`src/rtl/ppu_pixel_fifo_pkg.sv`:
```
// Shared types and helpers for the PPU pixel FIFO: entry attributes, default
// geometry and the sprite-over-background overlay rule.
package ppu_pixel_fifo_pkg;

  localparam int PIXEL_BITS_DEF   = 2;
  localparam int TILE_SIZE        = 8;
  localparam int PIXEL_FIFO_DEPTH = 16;

  typedef struct packed {
    logic is_sprite;
    logic pal_sel;
    logic prio;
  } pix_attr_t;

  localparam pix_attr_t ATTR_BG = '{is_sprite: 1'b0, pal_sel: 1'b0, prio: 1'b0};

  // A slot already owned by a sprite keeps it: earlier OAM entries win.
  function automatic logic sprite_replaces(input logic bg_is_sprite,
                                           input logic bg_idx_zero,
                                           input logic spr_idx_nonzero,
                                           input logic spr_prio);
    return !bg_is_sprite && spr_idx_nonzero && (!spr_prio || bg_idx_zero);
  endfunction

endpackage

```
`src/rtl/ppu_pixel_fifo_if.sv`:
```
// Fetcher/sprite/LCD-side bus of the pixel FIFO. master = fetcher + line writer,
// slave = the FIFO itself.
interface ppu_pixel_fifo_if #(
  parameter int PIXEL_BITS = 2,
  parameter int PUSH_WIDTH = 8,
  parameter int DEPTH      = 16
);
  localparam int PAL_W = PIXEL_BITS << PIXEL_BITS;
  localparam int CW    = $clog2(DEPTH) + 1;

  logic                             flush_i;
  logic                             push_valid_i;
  logic                             push_ready_o;
  logic [PUSH_WIDTH*PIXEL_BITS-1:0] push_row_i;
  logic                             push_hflip_i;
  logic                             merge_valid_i;
  logic                             merge_ready_o;
  logic [PUSH_WIDTH*PIXEL_BITS-1:0] merge_row_i;
  logic                             merge_hflip_i;
  logic                             merge_pal_i;
  logic                             merge_prio_i;
  logic                             pop_en_i;
  logic [PAL_W-1:0]                 bgp_i;
  logic [PAL_W-1:0]                 obp0_i;
  logic [PAL_W-1:0]                 obp1_i;
  logic                             pix_valid_o;
  logic [PIXEL_BITS-1:0]            pix_o;
  logic [CW-1:0]                    count_o;

  modport master (
    output flush_i, push_valid_i, push_row_i, push_hflip_i,
           merge_valid_i, merge_row_i, merge_hflip_i, merge_pal_i, merge_prio_i,
           pop_en_i, bgp_i, obp0_i, obp1_i,
    input  push_ready_o, merge_ready_o, pix_valid_o, pix_o, count_o
  );

  modport slave (
    input  flush_i, push_valid_i, push_row_i, push_hflip_i,
           merge_valid_i, merge_row_i, merge_hflip_i, merge_pal_i, merge_prio_i,
           pop_en_i, bgp_i, obp0_i, obp1_i,
    output push_ready_o, merge_ready_o, pix_valid_o, pix_o, count_o
  );

endinterface

```
`src/rtl/ppu_sprite_merge.sv`:
```
// One FIFO slot's sprite overlay: decides whether the incoming sprite pixel
// takes the slot and produces the resulting entry.
module ppu_sprite_merge
  import ppu_pixel_fifo_pkg::*;
#(
  parameter int PIXEL_BITS = PIXEL_BITS_DEF
) (
  input  logic [PIXEL_BITS-1:0] i_bg_idx,
  input  pix_attr_t             i_bg_attr,
  input  logic [PIXEL_BITS-1:0] i_spr_idx,
  input  logic                  i_spr_pal,
  input  logic                  i_spr_prio,
  output logic                  o_replace,
  output logic [PIXEL_BITS-1:0] o_idx,
  output pix_attr_t             o_attr
);

  // Overlay decision and resulting slot contents
  always_comb begin
    o_replace = sprite_replaces(i_bg_attr.is_sprite,
                                (i_bg_idx == {PIXEL_BITS{1'b0}}),
                                (i_spr_idx != {PIXEL_BITS{1'b0}}),
                                i_spr_prio);
    if (o_replace) begin
      o_idx  = i_spr_idx;
      o_attr = '{is_sprite: 1'b1, pal_sel: i_spr_pal, prio: i_spr_prio};
    end else begin
      o_idx  = i_bg_idx;
      o_attr = i_bg_attr;
    end
  end

endmodule

```
`src/rtl/ppu_pixel_fifo.sv`:
```
// PPU pixel FIFO: row push from the tile fetcher, sprite overlay at the head,
// palette lookup and one registered shade per accepted pixel strobe.
module ppu_pixel_fifo
  import ppu_pixel_fifo_pkg::*;
#(
  parameter int PIXEL_BITS = PIXEL_BITS_DEF,
  parameter int PUSH_WIDTH = TILE_SIZE,
  parameter int DEPTH      = PIXEL_FIFO_DEPTH
) (
  input logic             clk,
  input logic             rst_n,
  ppu_pixel_fifo_if.slave bus
);

  localparam int AW    = $clog2(DEPTH);
  localparam int CW    = AW + 1;
  localparam int PAL_W = PIXEL_BITS << PIXEL_BITS;

  typedef logic [PIXEL_BITS-1:0] idx_t;

  idx_t             r_idx  [DEPTH];
  pix_attr_t        r_attr [DEPTH];
  logic [AW-1:0]    r_rd_ptr;
  logic [AW-1:0]    r_wr_ptr;
  logic [CW-1:0]    r_count;
  logic             r_pix_valid;
  idx_t             r_pix;

  logic             w_push_ready;
  logic             w_merge_ready;
  logic             w_push_fire;
  logic             w_merge_fire;
  logic             w_pop_fire;
  idx_t             w_push_px [PUSH_WIDTH];
  idx_t             w_spr_px  [PUSH_WIDTH];
  logic             w_repl    [PUSH_WIDTH];
  idx_t             w_mrg_idx [PUSH_WIDTH];
  pix_attr_t        w_mrg_attr[PUSH_WIDTH];
  idx_t             w_head_idx;
  pix_attr_t        w_head_attr;
  logic [PAL_W-1:0] w_pal;
  idx_t             w_shade;
  logic [CW-1:0]    w_count_nxt;

  // Handshakes: push credit ignores a same-cycle pop; merge blocks pop
  always_comb begin
    w_push_ready  = (CW'(DEPTH) - r_count) >= CW'(PUSH_WIDTH);
    w_merge_ready = (r_count >= CW'(PUSH_WIDTH)) && !bus.flush_i;
    w_push_fire   = bus.push_valid_i && w_push_ready && !bus.flush_i;
    w_merge_fire  = bus.merge_valid_i && w_merge_ready;
    w_pop_fire    = bus.pop_en_i && (r_count != {CW{1'b0}}) && !w_merge_fire && !bus.flush_i;
  end

  // Row unpacking: pixel 0 sits in the MSBs unless the row is flipped
  always_comb begin
    for (int k = 0; k < PUSH_WIDTH; k++) begin
      if (bus.push_hflip_i) begin
        w_push_px[k] = bus.push_row_i[k*PIXEL_BITS +: PIXEL_BITS];
      end else begin
        w_push_px[k] = bus.push_row_i[(PUSH_WIDTH-1-k)*PIXEL_BITS +: PIXEL_BITS];
      end
      if (bus.merge_hflip_i) begin
        w_spr_px[k] = bus.merge_row_i[k*PIXEL_BITS +: PIXEL_BITS];
      end else begin
        w_spr_px[k] = bus.merge_row_i[(PUSH_WIDTH-1-k)*PIXEL_BITS +: PIXEL_BITS];
      end
    end
  end

  for (genvar g = 0; g < PUSH_WIDTH; g++) begin : g_merge
    logic [AW-1:0] w_slot;
    assign w_slot = r_rd_ptr + AW'(g);
    ppu_sprite_merge #(.PIXEL_BITS(PIXEL_BITS)) u_merge (
      .i_bg_idx  (r_idx[w_slot]),
      .i_bg_attr (r_attr[w_slot]),
      .i_spr_idx (w_spr_px[g]),
      .i_spr_pal (bus.merge_pal_i),
      .i_spr_prio(bus.merge_prio_i),
      .o_replace (w_repl[g]),
      .o_idx     (w_mrg_idx[g]),
      .o_attr    (w_mrg_attr[g])
    );
  end

  // Head palette lookup, using the palette registers as they stand this cycle
  always_comb begin
    w_head_idx  = r_idx[r_rd_ptr];
    w_head_attr = r_attr[r_rd_ptr];
    if (!w_head_attr.is_sprite) begin
      w_pal = bus.bgp_i;
    end else if (w_head_attr.pal_sel) begin
      w_pal = bus.obp1_i;
    end else begin
      w_pal = bus.obp0_i;
    end
    w_shade     = w_pal[int'(w_head_idx)*PIXEL_BITS +: PIXEL_BITS];
    w_count_nxt = r_count;
    if (w_push_fire) begin
      w_count_nxt = w_count_nxt + CW'(PUSH_WIDTH);
    end else begin
      w_count_nxt = w_count_nxt;
    end
    if (w_pop_fire) begin
      w_count_nxt = w_count_nxt - CW'(1);
    end else begin
      w_count_nxt = w_count_nxt;
    end
  end

  // Entry storage: push fills free slots, merge rewrites head slots; never overlapping
  always_ff @(posedge clk or negedge rst_n) begin
    if (!rst_n) begin
      for (int k = 0; k < DEPTH; k++) begin
        r_idx[k]  <= {PIXEL_BITS{1'b0}};
        r_attr[k] <= ATTR_BG;
      end
    end else begin
      if (w_push_fire) begin
        for (int k = 0; k < PUSH_WIDTH; k++) begin
          r_idx[r_wr_ptr + AW'(k)]  <= w_push_px[k];
          r_attr[r_wr_ptr + AW'(k)] <= ATTR_BG;
        end
      end
      if (w_merge_fire) begin
        for (int k = 0; k < PUSH_WIDTH; k++) begin
          if (w_repl[k]) begin
            r_idx[r_rd_ptr + AW'(k)]  <= w_mrg_idx[k];
            r_attr[r_rd_ptr + AW'(k)] <= w_mrg_attr[k];
          end
        end
      end
    end
  end

  // Pointers, occupancy and the registered pixel output
  always_ff @(posedge clk or negedge rst_n) begin
    if (!rst_n) begin
      r_rd_ptr    <= {AW{1'b0}};
      r_wr_ptr    <= {AW{1'b0}};
      r_count     <= {CW{1'b0}};
      r_pix_valid <= 1'b0;
      r_pix       <= {PIXEL_BITS{1'b0}};
    end else if (bus.flush_i) begin
      r_rd_ptr    <= {AW{1'b0}};
      r_wr_ptr    <= {AW{1'b0}};
      r_count     <= {CW{1'b0}};
      r_pix_valid <= 1'b0;
    end else begin
      if (w_push_fire) begin
        r_wr_ptr <= r_wr_ptr + AW'(PUSH_WIDTH);
      end
      if (w_pop_fire) begin
        r_rd_ptr <= r_rd_ptr + AW'(1);
        r_pix    <= w_shade;
      end
      r_pix_valid <= w_pop_fire;
      r_count     <= w_count_nxt;
    end
  end

  assign bus.push_ready_o  = w_push_ready;
  assign bus.merge_ready_o = w_merge_ready;
  assign bus.pix_valid_o   = r_pix_valid;
  assign bus.pix_o         = r_pix;
  assign bus.count_o       = r_count;

endmodule

```
`src/flat_wrapper.sv`:
```
// flat-port wrapper written by rule: the top's interface ports become plain ports
module ppu_pixel_fifo_flat import ppu_pixel_fifo_pkg::*;
#(
  parameter int PIXEL_BITS = PIXEL_BITS_DEF,
  parameter int PUSH_WIDTH = TILE_SIZE,
  parameter int DEPTH      = PIXEL_FIFO_DEPTH
)
  (clk, rst_n, bus_flush_i, bus_push_valid_i, bus_push_row_i, bus_push_hflip_i, bus_merge_valid_i, bus_merge_row_i, bus_merge_hflip_i, bus_merge_pal_i, bus_merge_prio_i, bus_pop_en_i, bus_bgp_i, bus_obp0_i, bus_obp1_i, bus_push_ready_o, bus_merge_ready_o, bus_pix_valid_o, bus_pix_o, bus_count_o);
  ppu_pixel_fifo_if #(.PIXEL_BITS(PIXEL_BITS), .PUSH_WIDTH(PUSH_WIDTH), .DEPTH(DEPTH)) bus_i ();
  input logic clk;
  input logic rst_n;
  input wire logic [$bits(bus_i.flush_i)-1:0] bus_flush_i;
  input wire logic [$bits(bus_i.push_valid_i)-1:0] bus_push_valid_i;
  input wire logic [$bits(bus_i.push_row_i)-1:0] bus_push_row_i;
  input wire logic [$bits(bus_i.push_hflip_i)-1:0] bus_push_hflip_i;
  input wire logic [$bits(bus_i.merge_valid_i)-1:0] bus_merge_valid_i;
  input wire logic [$bits(bus_i.merge_row_i)-1:0] bus_merge_row_i;
  input wire logic [$bits(bus_i.merge_hflip_i)-1:0] bus_merge_hflip_i;
  input wire logic [$bits(bus_i.merge_pal_i)-1:0] bus_merge_pal_i;
  input wire logic [$bits(bus_i.merge_prio_i)-1:0] bus_merge_prio_i;
  input wire logic [$bits(bus_i.pop_en_i)-1:0] bus_pop_en_i;
  input wire logic [$bits(bus_i.bgp_i)-1:0] bus_bgp_i;
  input wire logic [$bits(bus_i.obp0_i)-1:0] bus_obp0_i;
  input wire logic [$bits(bus_i.obp1_i)-1:0] bus_obp1_i;
  output wire logic [$bits(bus_i.push_ready_o)-1:0] bus_push_ready_o;
  output wire logic [$bits(bus_i.merge_ready_o)-1:0] bus_merge_ready_o;
  output wire logic [$bits(bus_i.pix_valid_o)-1:0] bus_pix_valid_o;
  output wire logic [$bits(bus_i.pix_o)-1:0] bus_pix_o;
  output wire logic [$bits(bus_i.count_o)-1:0] bus_count_o;
  assign bus_i.flush_i = bus_flush_i;
  assign bus_i.push_valid_i = bus_push_valid_i;
  assign bus_i.push_row_i = bus_push_row_i;
  assign bus_i.push_hflip_i = bus_push_hflip_i;
  assign bus_i.merge_valid_i = bus_merge_valid_i;
  assign bus_i.merge_row_i = bus_merge_row_i;
  assign bus_i.merge_hflip_i = bus_merge_hflip_i;
  assign bus_i.merge_pal_i = bus_merge_pal_i;
  assign bus_i.merge_prio_i = bus_merge_prio_i;
  assign bus_i.pop_en_i = bus_pop_en_i;
  assign bus_i.bgp_i = bus_bgp_i;
  assign bus_i.obp0_i = bus_obp0_i;
  assign bus_i.obp1_i = bus_obp1_i;
  assign bus_push_ready_o = bus_i.push_ready_o;
  assign bus_merge_ready_o = bus_i.merge_ready_o;
  assign bus_pix_valid_o = bus_i.pix_valid_o;
  assign bus_pix_o = bus_i.pix_o;
  assign bus_count_o = bus_i.count_o;
  ppu_pixel_fifo #(.PIXEL_BITS(PIXEL_BITS), .PUSH_WIDTH(PUSH_WIDTH), .DEPTH(DEPTH)) u_core (.clk(clk), .rst_n(rst_n), .bus(bus_i));
endmodule
```
`config.mk`:
```
export PLATFORM = sky130hd
export DESIGN_NAME = ppu_pixel_fifo_flat
export DESIGN_NICKNAME = d
export VERILOG_FILES = /design/src/rtl/ppu_pixel_fifo_pkg.sv /design/src/rtl/ppu_pixel_fifo_if.sv /design/src/rtl/ppu_sprite_merge.sv /design/src/rtl/ppu_pixel_fifo.sv /design/src/flat_wrapper.sv
export SDC_FILE = /design/constraint.sdc
export NUM_CORES = 1
export LEC_CHECK = 0
export CELL_PAD_IN_SITES_DETAIL_PLACEMENT = 1
export CELL_PAD_IN_SITES_GLOBAL_PLACEMENT = 2
export CORE_AREA = 2 2 250 203
export CTS_BUF_LIST = sky130_fd_sc_hd__clkbuf_4
export CTS_CLUSTER_SIZE = 28
export DETAILED_ROUTE_END_ITERATION = 10
export DIE_AREA = 0 0 252 205
export GPL_TIMING_DRIVEN = 0
export PLACE_DENSITY_LB_ADDON = 0.25
export SYNTH_ARGS = -nofsm -noshare
export SYNTH_HDL_FRONTEND = slang
export SYNTH_HIERARCHICAL = 1
export SYNTH_SLANG_ARGS = --single-unit
export TNS_END_PERCENT = 1
```
`constraint.sdc`:
```
create_clock -name clk -period 5.79 [get_ports clk]
set_input_delay 1.4475 -clock clk [delete_from_list [all_inputs] [get_ports clk]]
set_output_delay 1.4475 -clock clk [all_outputs]
set_load 0.01 [all_outputs]
```
# Word-level counts from Yosys, hierarchy flattened
# Index checks and enable logic that the tools add are counted.
# W data, S select, Z words.
dict set report classes {
  muxes 212
  bitwise_logic 33
  add_sub_neg 18
  n_shift 1
  reduce_logical 78
  n_lt_le_gt_ge 34
}
# op n
set op_table {}
lappend op_table {{$mux W48} 17}
lappend op_table {{$mux W32} 17}
lappend op_table {{$bwmux W32} 16}
lappend op_table {{$and A48 B48 Y48} 8}
lappend op_table {{$bwmux W48} 8}
lappend op_table {{$not A48 Y48} 8}
lappend op_table {{$demux W3 S4} 16}
lappend op_table {{$demux W2 S4} 16}
lappend op_table {{$mux W3} 40}
lappend op_table {{$mux W2} 56}
lappend op_table {{$bmux W3 S4} 8}
lappend op_table {{$ge A5 B5 Y1 const B} 16}
lappend op_table {{$lt A5 B1 Y1 const B} 16}
lappend op_table {{$not A4 Y5} 16}
lappend op_table {{$bmux W2 S4} 8}
lappend op_table {{$logic_and A1 B1 Y1} 39}
lappend op_table {{$add A4 B3 Y4 const B} 8}
lappend op_table {{$reduce_bool A2 Y1} 10}
lappend op_table {{$add A4 B2 Y4 const B} 4}
lappend op_table {{$logic_not A2 Y1} 8}
lappend op_table {{$mux W4} 4}
lappend op_table {{$mux W8} 2}
lappend op_table {{$mux W5} 3}
lappend op_table {{$logic_not A1 Y1} 11}
lappend op_table {{other kinds (12)} 21}
dict set report word_totals {
  input_bits 66
  elab_cells 445
  reg_bits 96
  output_inout_bits 10
}

# Longest topological paths before layout
dict set report depth {
  word_depth 39
  mapped_depth 24
}

# Modules after synthesis
# The synthesis kept the hierarchy.
# mod n_inst area_each_um2 seq_area_each_um2 cells_per_inst
set modules_own_cells {}
lappend modules_own_cells {ppu_pixel_fifo 1 16146.7 2327.2 2154}
lappend modules_own_cells {ppu_sprite_merge 8 106.4 0.0 9}

# Worst setup path after synthesis
# OpenSTA, ideal clock, no wires.
dict set report synth_path {
  path_type {register -> register}
  start {register u_core.r_rd_ptr[1]}
  end {register u_core/r_idx[28] (netlist name)}
  t_arrival_ps 6052
  slack_ps -388
  synth_period_minus_slack_ps 6178
  stages_incl_launch_ff 24
  required_time_ps 5664
  cell_sequence {dfrtp_1 buf_2 buf_2 buf_2 buf_2 buf_2 inv_1 ha_1 clkbuf_1 clkbuf_1 clkbuf_1 mux4_2 mux4_2 o21bai_4 nand2b_4 inv_1 clkbuf_2 inv_1 nor4_1 nand2_1 nor3_1 nor3_1 a211oi_1 o21ai_1}
}
# item line_no
set synth_rtl {}
lappend synth_rtl {{start, declared} ppu_pixel_fifo.sv:23} ;# logic [AW-1:0] r_rd_ptr;
lappend synth_rtl {{start signal, assigned} ppu_pixel_fifo.sv:138} ;# r_rd_ptr <= {AW{1'b0}};
lappend synth_rtl {{start signal, assigned} ppu_pixel_fifo.sv:144} ;# r_rd_ptr <= {AW{1'b0}};
lappend synth_rtl {{start signal, assigned} ppu_pixel_fifo.sv:153} ;# r_rd_ptr <= r_rd_ptr + AW'(1);
lappend synth_rtl {{end signal, assigned by index} ppu_pixel_fifo.sv:114} ;# r_idx[k] <= {PIXEL_BITS{1'b0}};
lappend synth_rtl {{end signal, assigned by index} ppu_pixel_fifo.sv:120} ;# r_idx[r_wr_ptr + AW'(k)] <= w_push_px[k];
lappend synth_rtl {{end signal, assigned by index} ppu_pixel_fifo.sv:127} ;# r_idx[r_rd_ptr + AW'(k)] <= w_mrg_idx[k];
lappend synth_rtl {{end, declared} ppu_pixel_fifo.sv:21} ;# idx_t r_idx [DEPTH];

==> reports/qor.csv <==
metric,value,unit
Placed Instance Area,16200,µm²
overall die height,205,µm
final cell count without fillers,2690,
"Hold-fix buffers, CTS",0,
min-delay worst type,register to register,
final setup fails,15,
CP Launch Point,u_core/r_rd_ptr[3]$_DFFE_PN0P_,
internal power,4.20,mW
drt total wl,128,mm
clock skew,93.6,ps
leakage power,6.18,nW
ratio of cells with drive above 1 in the final layout,19.6,%
clock root buffer master,sky130_fd_sc_hd__clkbuf_4,
Floorplan Core Area,49100,µm²
vias in the first global route,18400,
critical-path maximum fanout,12,
Tightest Pin Transition,1470,ps
total CTS buffers,9,
fraction of power consumed by combinational cells,86.8,%
area grow syn2layout,17.7,%
clk slew on worst S/H paths,210,ps
horizontal die dimension,252,µm
routed length per placed instance,47.4,µm
effective utilization at floorplan,29.7,%
remaining number of nets flagged by the antenna check after routing,0,
final weighted congestion in routability-driven placement,1.15,
number of maximum-capacitance constraint violations,0,
post-route setup slack,-191,ps
Cells after Synth,1928,
number of top-level design ports,76,
drt drc,0,
total global routing overflow,0,
unrepaired setup endpoints after global routing,true,
Reg-to-Reg Start,u_core/r_rd_ptr[3]$_DFFE_PN0P_,
Crit path arrival time,6430,ps
full die area,51700,µm²
post-layout net count,2121,
final critical path time including I/O delays and setup,5980,ps
final instance area,17100,µm²
drt pass-1 iters,7,
mapped cell area,14600,µm²
Pwr per Cell Area,822,nW/µm²
std cell rows,73,
first-pass GRT wire length,168,mm
DRT met1 WL,51.4,mm
failing checks,negative setup slack,
clock power share,3.0,%
amount of wire on met2 after detailed routing,46.9,mm
CTS Buffer Depth,2,
Total Routing Usage GR,48.6,%
Critical Path RT,6240,ps
Critical Path Source Type,register,
setup slack of the most critical reg-to-reg path,-190,ps
worst-skew pair later-pin latency,670,ps
maximum resistive drop on vdd,0.000465,V
share of the clock period used by the worst path,103,%
kind of end point of the critical path,register,
detailed route wirelength on metal3,21.9,mm
warnings from Yosys,6,
number of H-tree branching levels,3,
number of cells on the worst hold path,2,
fraction of power consumed by sequential logic,10.2,%
cell count after placement,2645,
via total after detailed routing,20000,
detailed-placement wirelength estimate,99.3,mm
count of endpoints failing hold in the final timing report,0,
FF-to-FF End,u_core/r_idx[6]$_DFF_PN0_,
switching share of total power,70.2,%
count of buffers from port buffering,73,
Setup Crit Path Kind,register to register,
average via count per standard cell,7.42,
number of sinks on the clock net,77,
pre-CTS setup slack,-3030,ps
"Net Count, Synth",2012,
highest clock frequency the design can meet,167,MHz
initial DRC count,3602,
TritonCTS clock tree,built,
number of antenna violations at the first check in global routing,17,
pin count of the biggest net entering global routing,60,
post-synthesis average cell area,7.56,µm²
Final Max Slew Viols,0,
headroom to the max-slew limit,2.04,%
outcome,"finished, violations left",
worst hold slack,574,ps
cell depth of the worst flop-to-flop path,15,
termination of the worst setup path,u_core/r_idx[6]$_DFF_PN0_,
top layer reached by signal wires,met5,
net load switching power,9.89,mW
[final cells by class]
| cell class | count | area, µm² |
|---|---|---|
| antenna | 11 | 27.5 |
| buffer | 203 | 1060 |
| clock buffer | 9 | 67.6 |
| clock inverter | 7 | 65.1 |
| fill | 5964 | 32000 |
| inverter | 30 | 121 |
| multi-input combinational | 1612 | 12100 |
| sequential | 77 | 1930 |
| tap | 637 | 797 |
| timing repair buffer | 104 | 1000 |
[layer usage]
metal | up-vias | global-route usage (%)
met2 | 1790 | 62.2
li1 | 7588 | -
met5 | - | 0.762
met3 | 370 | 27.9
met4 | 18 | 23.1
met1 | 10200 | 64.0
[worst max-delay path: stages (launching register included)]
cell	delay (ps)
sky130_fd_sc_hd__dfrtp_1	430
sky130_fd_sc_hd__buf_2	250
sky130_fd_sc_hd__buf_4	300
sky130_fd_sc_hd__inv_1	80
sky130_fd_sc_hd__buf_2	280
sky130_fd_sc_hd__ha_1	570
sky130_fd_sc_hd__mux4_2	380
sky130_fd_sc_hd__o21bai_4	180
sky130_fd_sc_hd__nand2b_4	180
sky130_fd_sc_hd__inv_1	70
sky130_fd_sc_hd__clkbuf_1	470
sky130_fd_sc_hd__clkbuf_1	790
sky130_fd_sc_hd__nand3_1	280
sky130_fd_sc_hd__o311ai_0	900
sky130_fd_sc_hd__a221oi_2	160
sky130_fd_sc_hd__a221oi_1	470
[power groups by stage]
stage | clock network [mW] | registers, mW | logic (mW)
final | 0.425 | 1.44 | 12.2
after global routing | 0.436 | 1.39 | 11.9
after CTS | 0.422 | 1.36 | 11.0
after detailed placement | 0 | 1.38 | 10.6
after global placement | 0 | 1.37 | 10.5
after floorplan | 0 | 0.964 | 5.41
[cells in the final DEF (no fill, tap or decap), drive strengths merged, types with 11 or more instances in the layout]
| cell type | instances |
|---|---|
| and3 | 67 |
| buf | 95 |
| mux2i | 45 |
| nand2b | 25 |
| xnor2 | 13 |
| nand4 | 14 |
| o2111ai | 21 |
| o211ai | 43 |
| o21a | 11 |
| a21oi | 116 |
| nand3 | 169 |
| clkdlybuf4s50 | 72 |
| a211oi | 23 |
| ha | 18 |
| o21ai | 103 |
| a31oi | 49 |
| nor3 | 62 |
| nor2 | 169 |
| nand2 | 239 |
| mux2 | 67 |
| a221oi | 11 |
| clkbuf | 148 |
| and2 | 27 |
| dfrtp | 77 |
| o221ai | 42 |
| o22ai | 15 |
| diode | 11 |
| mux4 | 94 |
| inv | 31 |
[repair_timing]
action                     in CTS  in global routing
setup endpoints to repair      64                 62
buffers inserted                8                 16
pin swaps                      10                  9
resized for setup             130                 49
[stage by stage]
| stage | TNS (ps) | power [mW] | utilization (%) |
|---|---|---|---|
| 2_1_floorplan | 0 | 6.37 | - |
| 3_3_place_gp | -203300 | 11.9 | 32.8 |
| 3_5_place_dp | -163730 | 12.0 | 33.0 |
| 4_1_cts | -238 | 12.8 | 34.3 |
| 5_1_grt | -140 | 13.8 | 34.8 |
| 6_report | -1240 | 14.1 | 34.9 |
[sequential cells by signal, summed over array words and instances (netlist names)]
signal / cells
u_core/bus.count_o: 5
u_core/r_rd_ptr: 4
u_core/bus.pix_o: 2
u_core/r_attr: 32
u_core/r_idx: 32
u_core/bus.pix_valid_o: 1
u_core/r_wr_ptr: 1
[worst min-delay path by stage]
| stage | startpoint | endpoint |
|---|---|---|
| 2_1_floorplan | u_core/r_wr_ptr[3]$_DFFE_PN0N_ | u_core/r_wr_ptr[3]$_DFFE_PN0N_ |
| 3_3_place_gp | u_core/bus.pix_o[1]$_DFFE_PN0P_ | u_core/bus.pix_o[1]$_DFFE_PN0P_ |
| 3_5_place_dp | u_core/bus.pix_o[1]$_DFFE_PN0P_ | u_core/bus.pix_o[1]$_DFFE_PN0P_ |
| 4_1_cts | u_core/bus.pix_o[1]$_DFFE_PN0P_ | u_core/bus.pix_o[1]$_DFFE_PN0P_ |
| 5_1_grt | u_core/bus.pix_o[1]$_DFFE_PN0P_ | u_core/bus.pix_o[1]$_DFFE_PN0P_ |
| 6_report | u_core/bus.pix_o[1]$_DFFE_PN0P_ | u_core/bus.pix_o[1]$_DFFE_PN0P_ |
Note: power is estimated with default switching activity, not from simulation.
==> patch: new RTL, config.mk and constraints unchanged <==
Change the package constant `PIXEL_FIFO_DEPTH` from 16 to 8.
--- a/src/rtl/ppu_pixel_fifo_pkg.sv
+++ b/src/rtl/ppu_pixel_fifo_pkg.sv
@@ -4,7 +4,7 @@
 
   localparam int PIXEL_BITS_DEF   = 2;
   localparam int TILE_SIZE        = 8;
-  localparam int PIXEL_FIFO_DEPTH = 16;
+  localparam int PIXEL_FIFO_DEPTH = 8;
 
   typedef struct packed {
     logic is_sprite;
Ports: changed (resized bus_count_o); port bits go from 76 to 75. No check against the original RTL was run, so the function may have changed too.
==> patch against the unedited design <==
- highest routed layer unchanged
- sequential power down 56%
- setup slack better by 0.39 ns
- sequential cell count down 35
- core utilization down 16 points
- synthesized area down 47%
- global-route usage down 29 points
- worst hold slack worse by 0.013 ns
- total power down 57%
- final area down 45%
- maximum frequency up 7.1%
- largest power group unchanged
- die area unchanged
- routed wire length down 60%
- via count down 53%
==> patch: results <==
export IMPL_drive_above_1_share=0.137
export IMPL_grt_max_degree=26
export IMPL_ff2ff_path_depth=21
export IMPL_fin_nets=1204
export IMPL_path_max_fanout=16
export IMPL_drt_pass1_iterations=5
export IMPL_vias=9420
export IMPL_fmax_ghz=0.179
export IMPL_antenna_found_initial=3
export IMPL_outcome="complete, no violations"
export IMPL_dr_first_iter_drc_count=858
export IMPL_slew_limit_headroom=0.199
export IMPL_leakage_nw=3.48
export IMPL_cts_made_buffers=5
export IMPL_hpwl_mm=41.6
export IMPL_placedCellCount=1760
export IMPL_avgSynthCellArea_um2=7.42
export IMPL_fill_cells=5966
export IMPL_ir_worst_vdd_uv=194
export IMPL_cp_slowest_cell="ha_4"
export IMPL_grt_pass1_wl_mm=71.7
export IMPL_gp_congestion=0.893
export IMPL_htreeDepth=2
export IMPL_avgViaCountPerCell=5.32
export IMPL_track_usage=0.195
export IMPL_worst_r2r_setup_slack_ns=0.20
export IMPL_synth_nets=1123
export IMPL_clk_latency_ns=0.41
export IMPL_r2r_end="u_core/r_idx[12]"
export IMPL_io_buffers=72
export IMPL_cpPeakStageDelay_ns=0.51
export IMPL_clk_pin_slew_ns=0.16
[patch: worst register-to-register path, stage by stage (launching register included)]
cell	delay, ns
dfrtp_1	0.41
buf_6	0.18
buf_4	0.22
buf_2	0.36
clkinvlp_4	0.36
ha_4	0.51
buf_2	0.37
clkbuf_2	0.35
mux4_2	0.40
nand2_1	0.09
nand2_1	0.09
o21bai_4	0.17
nand2b_4	0.18
inv_1	0.07
clkbuf_2	0.27
and2_0	0.17
clkbuf_2	0.22
nand2_1	0.22
o2111ai_1	0.15
o2111ai_1	0.16
o211ai_1	0.32
a21oi_1	0.17
[patch: final cells by class]
cell class	count	area, µm²	area share
antenna	1	2.50	0.000263
buffer	108	449	0.0472
clock buffer	5	37.5	0.00395
clock inverter	3	63.8	0.00671
inverter	17	67.6	0.00710
multi-input combinational	880	6280	0.660
sequential	42	1050	0.110
tap	637	797	0.0838
timing repair buffer	77	766	0.0805
[patch: worst min path at each step]
stage	to	slack, ns	startpoint	cells after the start
6_report	u_core/bus.pix_o[1]	0.56	u_core/bus.pix_o[1]	2
5_1_grt	u_core/bus.pix_o[1]	0.59	u_core/bus.pix_o[1]	2
4_1_cts	u_core/bus.pix_o[1]	0.56	u_core/bus.pix_o[1]	2
3_5_place_dp	u_core/bus.pix_o[1]	0.52	u_core/bus.pix_o[1]	2
3_3_place_gp	u_core/bus.pix_o[1]	0.53	u_core/bus.pix_o[1]	2
2_1_floorplan	u_core/r_attr[13]	0.52	u_core/r_attr[13]	2
[patch: power breakdown]
part / internal (mW) / switching [mW] / total [mW]
registers: 0.406 / 0.230 / 0.636
logic: 1.61 / 3.52 / 5.12
clock network: 0.133 / 0.130 / 0.263
[patch: layer usage]
| metal | track usage | routed length, µm | up-vias |
|---|---|---|---|
| met4 | 0.0431 | 952 | 2 |
| li1 | - | - | 4152 |
| met5 | 0 | 12 | - |
| met2 | 0.272 | 20100 | 396 |
| met3 | 0.0832 | 5820 | 39 |
| met1 | 0.273 | 23700 | 4831 |
[patch: repair_timing]
action	CTS	global route
hold buffers	0	0
setup buffers	0	4
resized for setup	11	5
endpoints found under the setup margin	32	28
cloned	0	0
[patch: stage by stage]
stage,util,setup WS [ns],TNS [ns],area [µm²]
floorplan,-,1.27,0,7800
global placement,0.190,-1.11,-26.33,9310
detailed placement,0.190,-1.17,-25.76,9330
CTS,0.193,0.0704,0,9470
global route,0.194,-0.00164,-0.00164,9510
finish,0.194,0.203,0,9510
